File: src/rtl/identifier_rx_if.sv
// Identifier receiver bus bundle: bit-timing inputs from the framer and the
// identifier results returned to it.
interface identifier_rx_if;
    logic        enable;
    logic        sample_point;
    logic        rx_bit;
    logic        sof_complete;
    logic        stuff_bit;
    logic [10:0] rx_identifier;
    logic [3:0]  bit_counter;
    logic        id_complete;
    logic        id_valid;

    modport master (
        output enable, sample_point, rx_bit, sof_complete, stuff_bit,
        input  rx_identifier, bit_counter, id_complete, id_valid
    );

    modport slave (
        input  enable, sample_point, rx_bit, sof_complete, stuff_bit,
        output rx_identifier, bit_counter, id_complete, id_valid
    );
endinterface

File: src/rtl/identifier_rx.sv
// Collects the 11-bit frame identifier MSB first, skipping stuff bits, and
// flags whether the received identifier is legal.
module identifier_rx (
    input  logic            clock,
    input  logic            reset,
    identifier_rx_if.slave  bus
);
    typedef enum logic [1:0] {
        IDLE     = 2'd0,
        RECEIVE  = 2'd1,
        COMPLETE = 2'd2
    } state_t;

    state_t      state;
    logic [9:0]  shift_reg;
    logic [10:0] id_reg;
    logic [3:0]  count_reg;
    logic        complete_reg;
    logic        valid_reg;
    logic        take_bit;

    assign take_bit = bus.sample_point && !bus.stuff_bit;

    // Identifiers whose top seven bits are all recessive are reserved and
    // reported as illegal; legality is decided from the bits being shifted in.
    always_ff @(posedge clock) begin
        if (reset) begin
            state        <= IDLE;
            shift_reg    <= '0;
            id_reg       <= '0;
            count_reg    <= '0;
            complete_reg <= 1'b0;
            valid_reg    <= 1'b0;
        end else if (bus.enable) begin
            case (state)
                IDLE: begin
                    shift_reg    <= '0;
                    count_reg    <= '0;
                    complete_reg <= 1'b0;
                    valid_reg    <= 1'b0;
                    if (bus.sof_complete)
                        state <= RECEIVE;
                end
                RECEIVE: begin
                    if (!bus.sof_complete) begin
                        state     <= IDLE;
                        shift_reg <= '0;
                        count_reg <= '0;
                    end else if (take_bit) begin
                        shift_reg <= {shift_reg[8:0], bus.rx_bit};
                        count_reg <= count_reg + 4'd1;
                        if (count_reg == 4'd10) begin
                            state        <= COMPLETE;
                            id_reg       <= {shift_reg, bus.rx_bit};
                            complete_reg <= 1'b1;
                            valid_reg    <= (shift_reg[9:3] != 7'h7F);
                        end
                    end
                end
                COMPLETE: begin
                    if (!bus.sof_complete) begin
                        state        <= IDLE;
                        shift_reg    <= '0;
                        count_reg    <= '0;
                        complete_reg <= 1'b0;
                        valid_reg    <= 1'b0;
                    end
                end
                default: begin
                    state        <= IDLE;
                    shift_reg    <= '0;
                    count_reg    <= '0;
                    complete_reg <= 1'b0;
                    valid_reg    <= 1'b0;
                end
            endcase
        end
    end

    assign bus.rx_identifier = id_reg;
    assign bus.bit_counter   = count_reg;
    assign bus.id_complete   = complete_reg;
    assign bus.id_valid      = valid_reg;
endmodule
File: src/flat_wrapper.sv
// flat-port wrapper written by rule: the top's interface ports become plain ports
module identifier_rx_flat 
  (clock, reset, bus_enable, bus_sample_point, bus_rx_bit, bus_sof_complete, bus_stuff_bit, bus_rx_identifier, bus_bit_counter, bus_id_complete, bus_id_valid);
  identifier_rx_if bus_i ();
  input  logic clock;
  input  logic reset;
  input wire logic [$bits(bus_i.enable)-1:0] bus_enable;
  input wire logic [$bits(bus_i.sample_point)-1:0] bus_sample_point;
  input wire logic [$bits(bus_i.rx_bit)-1:0] bus_rx_bit;
  input wire logic [$bits(bus_i.sof_complete)-1:0] bus_sof_complete;
  input wire logic [$bits(bus_i.stuff_bit)-1:0] bus_stuff_bit;
  output wire logic [$bits(bus_i.rx_identifier)-1:0] bus_rx_identifier;
  output wire logic [$bits(bus_i.bit_counter)-1:0] bus_bit_counter;
  output wire logic [$bits(bus_i.id_complete)-1:0] bus_id_complete;
  output wire logic [$bits(bus_i.id_valid)-1:0] bus_id_valid;
  assign bus_i.enable = bus_enable;
  assign bus_i.sample_point = bus_sample_point;
  assign bus_i.rx_bit = bus_rx_bit;
  assign bus_i.sof_complete = bus_sof_complete;
  assign bus_i.stuff_bit = bus_stuff_bit;
  assign bus_rx_identifier = bus_i.rx_identifier;
  assign bus_bit_counter = bus_i.bit_counter;
  assign bus_id_complete = bus_i.id_complete;
  assign bus_id_valid = bus_i.id_valid;
  identifier_rx u_core (.clock(clock), .reset(reset), .bus(bus_i));
endmodule
File: config.mk
export PLATFORM = sky130hd
export DESIGN_NAME = identifier_rx_flat
export DESIGN_NICKNAME = d
export VERILOG_FILES = /design/src/rtl/identifier_rx_if.sv /design/src/rtl/identifier_rx.sv /design/src/flat_wrapper.sv
export SDC_FILE = /design/constraint.sdc
export NUM_CORES = 1
export LEC_CHECK = 0
export ABC_AREA = 1
export BUFFER_PORTS_ARGS = -buffer_cell sky130_fd_sc_hd__clkbuf_2
export CAP_MARGIN = 40
export CORE_AREA = 2 2 58 60
export CTS_CLUSTER_SIZE = 20
export DETAILED_ROUTE_END_ITERATION = 10
export DIE_AREA = 0 0 60 62
export PLACE_DENSITY = 0.71
export SETUP_SLACK_MARGIN = 0.2
export SYNTH_ARGS = -nofsm -noshare
export SYNTH_HDL_FRONTEND = slang
export SYNTH_SLANG_ARGS = --single-unit
File: constraint.sdc
create_clock -name clock -period 2.5 [get_ports clock]
set_input_delay 0.25 -clock clock [delete_from_list [all_inputs] [get_ports clock]]
set_output_delay 0.25 -clock clock [all_outputs]
set_load 0.1 [all_outputs]
==> flow_summary_export.csv <==
group,metric,value,unit
logic_synthesis,synth_area,0.00134,mm²
logic_synthesis,synth_top_area_share,43.2,%
global_route,grt_pass1_wl,4.66,mm
sta,max_slew_margin,64.2,%
sta,fin_tns_setup,0,ns
logic_synthesis,async_flop_share,0,%
logic_synthesis,ys_seq_area_share,43.2,%
global_route,antenna_found_initial,0,
global_route,grt_max_degree,26,
route,wl_met2,1.21,mm
global_route,grt_overflow,0,
power_and_ir_drop,power_leakage,0.717,nW
clock_tree,postCtsSetupBuffers,0,
worst_setup_path,worstPathArrival,1.84,ns
worst_setup_path,required,2.72,ns
clock_tree,cts_resized,0,
sta,hold_viol,0,
route,postRouteAntennaNets,0,
worst_setup_path,ff2ff_setup_slack,0.88,ns
power_and_ir_drop,clock_power_share,33.6,%
floorplanning,die_h,62,µm
worst_setup_path,cp-startpoint,"u_core.bus.bit_counter[0]",
sta,tightest_slew,0.540,ns
clock_tree,clockBufferDepth,2,
final_layout,fin_area,0.00152,mm²
final_layout,final_common_cell,"nor2_1",
sta,period_needed,1.62,ns
route,top_layer,"met4",
clock_tree,tritoncts,"yes",
logic_synthesis,synth_top_area_cell,"dfxtp_1",
final_layout,largest_register_ffs,11,
clock_tree,cts_buffers,5,
logic_synthesis,yosysWarnings,0,
clock_tree,ctsHoldBuffers,0,
worst_setup_path,r2r-start,"u_core.bus.bit_counter[0]",
route,wl_met1,1.34,mm
clock_tree,clkTransAtPathRegs,0.08,ns
logic_synthesis,syn-mean-instance-area,7.03,µm²
worst_setup_path,r2r-end,"u_core.bus.rx_identifier[3]",
global_route,grt_pass1_vias,1086,
global_route,track_usage,17.5,%
placed_design,placed_area,0.00147,mm²
sta,clock_skew,0.0109,ns
placed_design,io_buffers,23,
final_layout,n_antenna_cell,0,
sta,finalCritPeriodShare,64.8,%
final_layout,layout.nets,224,
job,max_cap_violations,0,
power_and_ir_drop,power_switching,221,µW
sta,whs,0.183,ns
route,routed_wl,2.72,mm
worst_setup_path,path_depth,9,
route,detail_route.wl_per_cell,10.4,µm
route,route.detailed.drc,0,
placed_design,routabilityCongestion,0.849,
sta,rsz0062_at_grt,"false",
power_and_ir_drop,seqPwrFrac,57.0,%
worst_setup_path,crit_type,"reg -> reg",
worst_setup_path,crit_fanout,12,
floorplanning,core,0.00318,mm²
clock_tree,cts.sinks,29,
route,dr_total_vias,1181,
route,drt_iter0_drc,25,
final_layout,layout-area-overhead-vs-synth,13.2,%
worst_setup_path,reg2reg_depth,9,
logic_synthesis,synth-main-ff-cell,"dfxtp_1",
final_layout,drive_gt1_share,19.1,%
logic_synthesis,synthTopCellsByArea,"dfxtp_1 43%, nor2_1 13%, nand2_1 12%",
clock_tree,h-tree-depth,2,
floorplanning,io_pins,24,
hold_path,whs_path_depth,3,
worst_setup_path,cp_cell_sequence,"inv_1 > ha_1 > nand2_1 > nor2_1 > nand2_1 > nor2_4 > inv_2 > nor2_1 > nor2_1",
final_layout,final_cell_mix,"47 x nor2_1, 43 x nand2_1, 29 x dfxtp_1, 23 x clkbuf_2, 20 x o21ai_0",
logic_synthesis,synth_cell_types,22,
floorplanning,row_count,21,
power_and_ir_drop,swShare,26.0,%
outcome,status,"finished clean",
worst_setup_path,crit_family,"simple AND/OR/NAND/NOR gates",
route,via_per_inst,4.52,
power_and_ir_drop,power.density,559,mW/mm²
route,first_pass_iters,4,
clock_tree,cts_root_buf,"clkbuf_4",
floorplanning,die_area,0.00372,mm²
placed_design,dp_hpwl,1.86,mm
route,wl_met3,128,µm
logic_synthesis,syn_inst,191,
hold_path,hp-class,"in -> reg",
worst_setup_path,cp_num_buf_inv,2,
worst_setup_path,critPathSlowestCell,"dfxtp_1",
logic_synthesis,syn-num-nets,200,
worst_setup_path,crit_top_cell,"nor2_1",
power_and_ir_drop,p_comb_share,9.4,%
sta,drv_slew,0,
floorplanning,start_util,42.2,%
logic_synthesis,synth-seq-cells,29,
clock_tree,clk_latency,0.32,ns
worst_setup_path,worstSetupEndpointType,"flip-flop",
worst_setup_path,critPathMaxStageDelay,0.36,ns
worst_setup_path,crit_path_end,"u_core.bus.rx_identifier[3]",
power_and_ir_drop,ir_worst_vdd,349,µV
floorplanning,fp.dieW,60,µm
logic_synthesis,synth_edf_count,0,
sta,finalSetupViolCount,0,
worst_setup_path,critPathLaunchType,"flip-flop",
final_layout,final_core_util,47.8,%
sta,fmax,618,MHz
power_and_ir_drop,p_int,628,µW
[worst register-to-register path: cells and delay by family (launching register included)]
kind	cells	cell delay, ns
buffers and inverters	2	0.27
adder cells (fa/ha/maj)	1	0.16
flip-flops	1	0.36
AND/OR/NAND/NOR	6	0.72
[cell families after synthesis]
family,after synthesis,share of synthesized area (%)
AND/OR/NAND/NOR,106,34.1
flip-flops,29,43.2
adder cells (fa/ha/maj),2,1.86
buffers and inverters,26,9.51
AO/OA/AOI/OAI,28,11.3
[per-layer routing]
layer | GRT usage (%) | up-vias
met5 | 0 | -
met4 | 9.52 | 0
met3 | 7.45 | 6
met2 | 26.4 | 30
met1 | 21.3 | 504
li1 | - | 641
[power groups by stage]
stage	logic, mW	clock network [mW]	registers (mW)
floorplan	0.0513	0	0.506
global placement	0.0796	0	0.495
detailed placement	0.0800	0	0.495
CTS	0.0804	0.294	0.484
global route	0.0920	0.320	0.486
finish	0.0799	0.286	0.484
[layout make-up]
class	instances	area (µm²)
Clock buffer	7	55.1
Fill cell	327	1660
Inverter	20	77.6
Multi-Input combinational cell	136	634
Sequential cell	29	581
Tap cell	46	57.6
Timing Repair Buffer	23	115
[cell usage after synthesis, types with 2 or more instances]
library cell,n
ha_1,2
nand3_1,8
nor2_4,2
nand2_2,2
a21oi_1,4
nand2_1,43
o21ai_0,20
a21oi_2,3
inv_1,18
nor2_1,47
dfxtp_1,29
buf_6,3
[worst min path at each step]
stage	from	endpoint	slack (ns)
2_1_floorplan	reset	u_core.state[0]	0.32
3_3_place_gp	u_core.bus.id_complete	u_core.bus.id_complete	0.46
3_5_place_dp	u_core.shift_reg[2]	u_core.shift_reg[2]	0.46
4_1_cts	bus_rx_bit	u_core.bus.rx_identifier[0]	0.17
5_1_grt	bus_rx_bit	u_core.bus.rx_identifier[0]	0.17
6_report	bus_rx_bit	u_core.bus.rx_identifier[0]	0.18
[metrics by stage]
step           setup slack (ns)  total power [mW]  std cells
5_1_grt                   0.706             0.898        261
2_1_floorplan             0.376             0.557        191
3_5_place_dp              0.863             0.575        254
4_1_cts                   0.849             0.858        261
3_3_place_gp              0.855             0.574        254
6_report                  0.881             0.849        261
Note: power is estimated with default switching activity, not from simulation.
